**config.mk**
```make
export PLATFORM = sky130hd
export DESIGN_NAME = sort_out_agu
export DESIGN_NICKNAME = d
export VERILOG_FILES = /design/src/rtl/sort_out_agu_pkg.sv /design/src/rtl/sort_out_agu_val_split.sv /design/src/rtl/sort_out_agu.sv
export SDC_FILE = /design/constraint.sdc
export NUM_CORES = 1
export LEC_CHECK = 0
export ABC_AREA = 1
export BUFFER_PORTS_ARGS = -buffer_cell sky130_fd_sc_hd__buf_2
export CAP_MARGIN = 20
export CORE_MARGIN = 3
export CORE_UTILIZATION = 40
export CTS_CLUSTER_DIAMETER = 150
export CTS_CLUSTER_SIZE = 8
export DETAILED_ROUTE_END_ITERATION = 6
export SLEW_MARGIN = 20
export SYNTH_ARGS = -nofsm -noshare
export SYNTH_HDL_FRONTEND = slang
export SYNTH_HIERARCHICAL = 1
export SYNTH_SLANG_ARGS = --single-unit
```
**constraint.sdc**
```tcl
create_clock -name clk_i -period 1.34 [get_ports clk_i]
set_input_delay 0.067 -clock clk_i [delete_from_list [all_inputs] [get_ports clk_i]]
set_output_delay 0.067 -clock clk_i [all_outputs]
set_load 0.05 [all_outputs]
```
**src/rtl/sort_out_agu_pkg.sv**
```systemverilog
// Shared counting-sort package: default geometry, derived widths and the
// read-out FSM state encoding used by the sort address generators.
`ifndef SORT_FUC_MAX_NUM
`define SORT_FUC_MAX_NUM 16
`endif
`ifndef SORT_FUC_BK_NUM
`define SORT_FUC_BK_NUM 4
`endif

package sort_out_agu_pkg;

    localparam int SORT_MAX_NUM_DFLT   = `SORT_FUC_MAX_NUM;
    localparam int SORT_BK_NUM_DFLT    = `SORT_FUC_BK_NUM;
    localparam int SORT_DATA_W_DFLT    = $clog2(SORT_MAX_NUM_DFLT);
    localparam int SORT_BK_DEPTH_W_DFLT = $clog2(SORT_BK_NUM_DFLT);
    localparam int SORT_CNT_MEM_DEPTH_W_DFLT = $clog2(SORT_MAX_NUM_DFLT / SORT_BK_NUM_DFLT);

    typedef enum logic [2:0] {
        ST_IDLE = 3'd0,
        ST_RD   = 3'd1,
        ST_WAIT = 3'd2,
        ST_EMIT = 3'd3,
        ST_DONE = 3'd4
    } sort_out_state_e;

endpackage

```
**src/rtl/sort_out_agu_val_split.sv**
```systemverilog
// Value -> {row, bank} decode for the banked count memory; the low bits of a
// value select the bank so consecutive values land in consecutive banks.
module sort_val_split #(
    parameter int DATA_W          = 4,
    parameter int BK_DEPTH_W      = 2,
    parameter int CNT_MEM_DEPTH_W = 2
) (
    input  logic [DATA_W-1:0]          val,
    output logic [CNT_MEM_DEPTH_W-1:0] row,
    output logic [BK_DEPTH_W-1:0]      bank
);

    assign row  = val[DATA_W-1:BK_DEPTH_W];
    assign bank = val[BK_DEPTH_W-1:0];

endmodule

```
**src/rtl/sort_out_agu.sv**
```systemverilog
// Counting-sort read-out AGU: walks every value in ascending order, fetches its
// count from the banked count memory and replays the value that many times.
module sort_out_agu
    import sort_out_agu_pkg::*;
#(
    parameter int SORT_FUC_MAX_NUM         = `SORT_FUC_MAX_NUM,
    parameter int SORT_FUC_BK_NUM          = `SORT_FUC_BK_NUM,
    parameter int SORT_FUC_CNT_W           = 16,
    parameter int SORT_FUC_CNT_MEM_DEPTH_W = $clog2(SORT_FUC_MAX_NUM / SORT_FUC_BK_NUM),
    parameter int SORT_FUC_DATA_W          = $clog2(SORT_FUC_MAX_NUM),
    parameter int SORT_FUC_BK_DEPTH_W      = $clog2(SORT_FUC_BK_NUM)
) (
    input  logic                                clk_i,
    input  logic                                rst_i,
    input  logic                                start_i,
    output logic                                busy_o,
    output logic                                done_o,
    output logic                                out2cnt_vld_o,
    output logic [SORT_FUC_CNT_MEM_DEPTH_W-1:0] out2cnt_addr_o,
    output logic [SORT_FUC_BK_DEPTH_W-1:0]      out2cnt_bankid_o,
    input  logic [SORT_FUC_CNT_W-1:0]           cnt_rdata_i,
    output logic                                sort_vld_o,
    output logic [SORT_FUC_DATA_W-1:0]          sort_data_o,
    input  logic                                sort_rdy_i
);

    localparam logic [SORT_FUC_DATA_W-1:0] V_LAST = SORT_FUC_DATA_W'(SORT_FUC_MAX_NUM - 1);
    localparam logic [SORT_FUC_DATA_W-1:0] V_ONE  = SORT_FUC_DATA_W'(1);
    localparam logic [SORT_FUC_CNT_W-1:0]  REM_ONE = SORT_FUC_CNT_W'(1);

    sort_out_state_e             state_r, state_s;
    logic [SORT_FUC_DATA_W-1:0]  v_r, v_s;
    logic [SORT_FUC_CNT_W-1:0]   rem_r, rem_s;
    logic                        last_v_s;

    assign last_v_s = (v_r == V_LAST);

    // State and counter registers with synchronous reset
    always_ff @(posedge clk_i) begin
        if (rst_i) begin
            state_r <= ST_IDLE;
            v_r     <= {SORT_FUC_DATA_W{1'b0}};
            rem_r   <= {SORT_FUC_CNT_W{1'b0}};
        end else begin
            state_r <= state_s;
            v_r     <= v_s;
            rem_r   <= rem_s;
        end
    end

    // Next-state and counter update; finishing a value either moves on or ends the scan
    always_comb begin
        state_s = state_r;
        v_s     = v_r;
        rem_s   = rem_r;
        case (state_r)
            ST_IDLE: begin
                if (start_i) begin
                    state_s = ST_RD;
                    v_s     = {SORT_FUC_DATA_W{1'b0}};
                end else begin
                    state_s = ST_IDLE;
                end
            end
            ST_RD: begin
                state_s = ST_WAIT;
            end
            ST_WAIT: begin
                rem_s = cnt_rdata_i;
                if (cnt_rdata_i != {SORT_FUC_CNT_W{1'b0}}) begin
                    state_s = ST_EMIT;
                end else if (last_v_s) begin
                    state_s = ST_DONE;
                end else begin
                    state_s = ST_RD;
                    v_s     = v_r + V_ONE;
                end
            end
            ST_EMIT: begin
                if (sort_rdy_i) begin
                    rem_s = rem_r - REM_ONE;
                    if (rem_r != REM_ONE) begin
                        state_s = ST_EMIT;
                    end else if (last_v_s) begin
                        state_s = ST_DONE;
                    end else begin
                        state_s = ST_RD;
                        v_s     = v_r + V_ONE;
                    end
                end else begin
                    state_s = ST_EMIT;
                end
            end
            ST_DONE: begin
                state_s = ST_IDLE;
            end
            default: begin
                state_s = ST_IDLE;
            end
        endcase
    end

    // Outputs are pure decodes of the registered state and value counter
    assign busy_o        = (state_r != ST_IDLE);
    assign done_o        = (state_r == ST_DONE);
    assign out2cnt_vld_o = (state_r == ST_RD);
    assign sort_vld_o    = (state_r == ST_EMIT);
    assign sort_data_o   = v_r;

    sort_val_split #(
        .DATA_W          (SORT_FUC_DATA_W),
        .BK_DEPTH_W      (SORT_FUC_BK_DEPTH_W),
        .CNT_MEM_DEPTH_W (SORT_FUC_CNT_MEM_DEPTH_W)
    ) u_val_split (
        .val  (v_r),
        .row  (out2cnt_addr_o),
        .bank (out2cnt_bankid_o)
    );

endmodule

```
Word-level counts from Yosys, hierarchy flattened
Index checks and enable logic that the tools add are counted.

Word-level logic and storage cells: 36. Output and inout bits: 12. Register bits: 23. Memories: 0. Input port bits: 20. Latch bits: 0. Bits in read-only memories: 0. Bits in writable memories: 0.

Equal/unequal tests: 10. $lt $le $gt $ge: 0. Reductions and logical operators: 7. Shifts and indexed selects: 0. Divide/modulo/power cells: 0. Multiply operators: 0. Mux-type cells: 14. Bitwise gates (word level): 0. $add $sub $neg: 2.

Operator list (number): $pmux 16 s2 (1); $mux 4 (5); $mux 16 (1); $ne 16x1->1 const B (1); $reduce_bool 16->1 (1); $sub 16x1->16 const B (1); $mux 3 (4); $pmux 3 s4 (1); $pmux 4 s3 (1); $eq 3x2->1 const B (2); $ne 2x2->1 const B (3); $reduce_bool 3->1 (2); $reduce_and 5->1 (1); $add 4x1->4 const B (1); $eq 4x4->1 const B (1); $eq 3x1->1 const B (1); $eq 3x3->1 const B (1); $logic_not 3->1 (1); $ne 2x1->1 const B (1); $reduce_and 2->1 (1); $reduce_bool 2->1 (1); $mux 1 (1).

Longest topological paths before layout
Depth after elaboration: 5. Mapped depth: 10. Gate-level depth less buffers: 10.

By module
Netlist, hierarchy kept.

Modules (own cells, without submodules): sort_out_agu (cells each 269, times used 1, area each 1670.4 µm², sequential area each 460.4 µm²); sort_val_split (cells each 4, times used 1, area each 30.0 µm², sequential area each 0.0 µm²).

Least setup slack after synthesis
No wires, ideal clock.

Path type: register to register. Start: register state_r[0]. End: register state_r[1]. Period minus slack after synthesis: 1.982 ns. Arrival: 1.919 ns. Stages on the path, launching flop included: 6. Setup time: 0.063 ns. Buffers on the path: 1. Slack: -0.642 ns. Required time: 1.277 ns. Path through: dfxtp_1 > buf_4 > inv_1 > nor3_1 > o21ai_0 > inv_1.

Word-level cells in the longest chain between the ends: 2. Elaborated cells on any way between the ends: 5. Those cells by class: eq/ne (3); mux (1); reduce/logical (1).

Ends and longest elaborated chain: start: declaration (line sort_out_agu.sv:31) `sort_out_state_e state_r, state_s;`; start signal: assignment (line sort_out_agu.sv:45) `state_r <= state_s;`; $eq 3x1->1; via out2cnt_vld_o (line sort_out_agu.sv:18) `output logic out2cnt_vld_o,`; $pmux 3 s4 (line sort_out_agu.sv:56) `case (state_r)`.

The timed path passes the listed nets, and every way through them passes these cells. A chain may end at the register's enable or synchronous reset.

Worst setup path in the final report
Start: register rem_r[1]. End: register v_r[0] (netlist: sort_data_o[0]).

Word-level cells in the longest chain between the ends: 3.

Ends and longest elaborated chain: start: declaration (line sort_out_agu.sv:33) `logic [SORT_FUC_CNT_W-1:0] rem_r, rem_s;`; start signal: assignment (line sort_out_agu.sv:43) `rem_r <= {SORT_FUC_CNT_W{1'b0}};`; start signal: assignment (line sort_out_agu.sv:47) `rem_r <= rem_s;`; $ne 16x1->1 (line sort_out_agu.sv:82) `if (rem_r != REM_ONE) begin`; $ne 2x2->1 (no line); $reduce_and 5->1 (no line); end signal: assignment (line sort_out_agu.sv:42) `v_r <= {SORT_FUC_DATA_W{1'b0}};`; end signal: assignment (line sort_out_agu.sv:46) `v_r <= v_s;`; end: declaration (line sort_out_agu.sv:32) `logic [SORT_FUC_DATA_W-1:0] v_r, v_s;`.

Every way passes these cells.

==> results.cfg <==
[routing]
antenna_left = 0
avgViaCountPerCell = 4.96
firstDrtPassIters = 4
drc_errors = 0
vias = 1953
wire_per_inst_um = 12.8
wirelength_um = 5050
drtIter0Drc = 93

[critical_path]
reg2reg_depth = 9
cp.arrival_ps = 1510
r2r_slack_ps = 8
cp-end-kind = flop
path_max_fanout = 5
required_ps = 1520
crit_type = reg2reg
r2r-start = rem_r[1]$_SDFFE_PP0P_
crit_start = rem_r[1]$_SDFFE_PP0P_
r2r-end = sort_data_o[0]$_SDFFE_PP0P_
start_kind = flop

[synthesis]
syn_avg_cell_area_um2 = 6.23
netlist_instances = 273
seq_area_frac_synth_pct = 27.1
syn_area_mm2 = 0.00170
yosysUniqueCellTypes = 31
yosys_warnings = 6
synth.net_count = 296
ys_seq_elements = 23

[global_route]
antenna_found_initial = 0
grt_start_max_net_pins = 17
grt_pass1_wl_um = 8000
first_global_vias = 1759
grt-ovfl-total = 0
groute.usage.overall_pct = 19.4

[place]
pre_cts_ws_ps = -128
gp_congestion = 0.844
hpwl_um = 3570
placed_cell_area_mm2 = 0.00210
port_buffers = 31

[job]
drv_cap = 0

[die]
initial_utilization_pct = 41.9
coreArea_mm2 = 0.00406
rows = 23
dieArea_mm2 = 0.00507
die_y_um = 71.2
ioPinCount = 32
die_x_um = 71.2

[power]
ir_drop_mv = 0.760
power.leakage_nw = 1.16
power-per-cell-area_mw_per_mm2 = 1290

[final_layout]
fin_nets = 368
area_delta_synth_final_pct = 50.3
final_core_util_pct = 63.0
fin_area_mm2 = 0.00255
antenna-diode-count = 0
final_common_cell = nand2_1
most-common-layout-cells = 62 x nand2_1, 38 x buf_4, 35 x nor2_1, 29 x buf_2, 19 x inv_1
drive_gt1_share_pct = 45.1

[timing]
grt_setup_unrepaired = true
maxSlewViolCount = 0
fin_crit_sh_pct = 99.4
finalHoldViolCount = 0
finalWorstSetupSlack_ps = 8.12
worst_clock_skew_ps = 4.73
finalSetupViolCount = 0
min_period_ps = 1330
tightestPinTransition_ps = 260
max_slew_margin_pct = 82.6
fmax_mhz = 751

[cts]
cts.clk_slew.worst_paths_ps = 90
holdBufCountCts = 0
worstSkewPairLatency_ps = 280
cts_buffers = 3
clkSinkCount = 23
htreeDepth = 1
root_buffer = clkbuf_8
clock_path_buffers = 2
cts_tree = done

[worst_hold_path]
min_to = rem_r[0]$_SDFFE_PP0P_
holdCritPathClass = in2reg
min_path_cells = 3
holdCritStartpoint = cnt_rdata_i[0]

[outcome]
status = finished, final reports clean
## cell usage after synthesis, drive strengths merged
cell    number  area [um^2]
o21a         1         7.51
a21oi       25          136
ha           3         37.5
o211ai       2         15.0
a21o         1         7.51
nand3b       3         22.5
inv         27          101
dfxtp       23          460
nand3       12         75.1
o21bai       2         15.0
nor2        58          253
o21ai       18         97.6
a22o         1         8.76
nand2       71          279
a22oi        1         7.51
nor3         3         15.0
nand4        7         43.8
buf         10         86.3
clkbuf       2         7.51
a31oi        1         6.26
xor2         2         17.5
## metrics by stage
stage / hold slack (ps) / total power [mW] / std cells / TNS, ps
global route: 113 / 3.55 / 394 / -991
CTS: 90.9 / 3.04 / 385 / -13.9
finish: 88.6 / 3.31 / 394 / 0
global placement: 382 / 2.45 / 373 / -684
floorplan: 270 / 1.99 / 273 / -157
detailed placement: 375 / 2.46 / 373 / -703
## where the power goes
| part | leakage, nW | internal (mW) | switching [mW] |
|---|---|---|---|
| Sequential | 0.195 | 0.787 | 0.112 |
| Clock | 0.0228 | 0.213 | 0.261 |
| Combinational | 0.946 | 0.813 | 1.12 |
| Total | 1.16 | 1.81 | 1.50 |
## critical path, cell delays in order (launching register included)
cell     delay [ps]
dfxtp_2         350
inv_4            80
ha_4            130
nand2_2          40
nor2_2          110
nand3_2         120
nand2_4         120
nand3_4         110
a21oi_2         130
nor2_1           50
## state kept, by name, indices dropped and copies added (netlist names)
register / count
rem_r: 16
sort_data_o: 4
state_r: 3
## layout make-up
cell class / instances / area, um^2
fillers: 375 / 1500
multi-input cells: 211 / 1240
repair buffers: 79 / 606
flip-flops and latches: 23 / 492
inverters: 27 / 114
well taps: 50 / 62.6
clock buffers: 4 / 45.0
## routing by layer
metal  track usage (%)  share of wire (%)
met1              28.4                 49
met2              30.6                 47
met3              2.98                2.9
met4              3.13               0.54
met5                 0                  0
## cells by family (layout without fill, tap and decap cells)
logic type	Yosys count	in the layout	share of synthesized area (%)
buf+inv	39	110	11.5
xor+xnor	2	2	1.03
compound gates	52	52	17.7
simple gates	154	154	40.5
fa+ha+maj	3	3	2.21
flops	23	23	27.1
## how the worst max path moves through the flow
stage | end | slack (ps) | depth (start not counted)
4_1_cts | rem_r[5]$_SDFFE_PP0P_ | -8 | 8
3_5_place_dp | rem_r[3]$_SDFFE_PP0P_ | -130 | 8
3_3_place_gp | rem_r[3]$_SDFFE_PP0P_ | -130 | 8
6_report | sort_data_o[0]$_SDFFE_PP0P_ | 8 | 9
5_1_grt | rem_r[3]$_SDFFE_PP0P_ | -90 | 9
2_1_floorplan | state_r[1]$_SDFF_PP0_ | -160 | 5
## timing repair
action / 4_1_cts / 5_1_grt
setup endpoints to repair: 17 / 26
setup buffers: 8 / 8
resized for setup: 21 / 71
pin swaps: 10 / 21
gates cloned: 0 / 1
No activity file was read; power rests on OpenSTA's default activity.
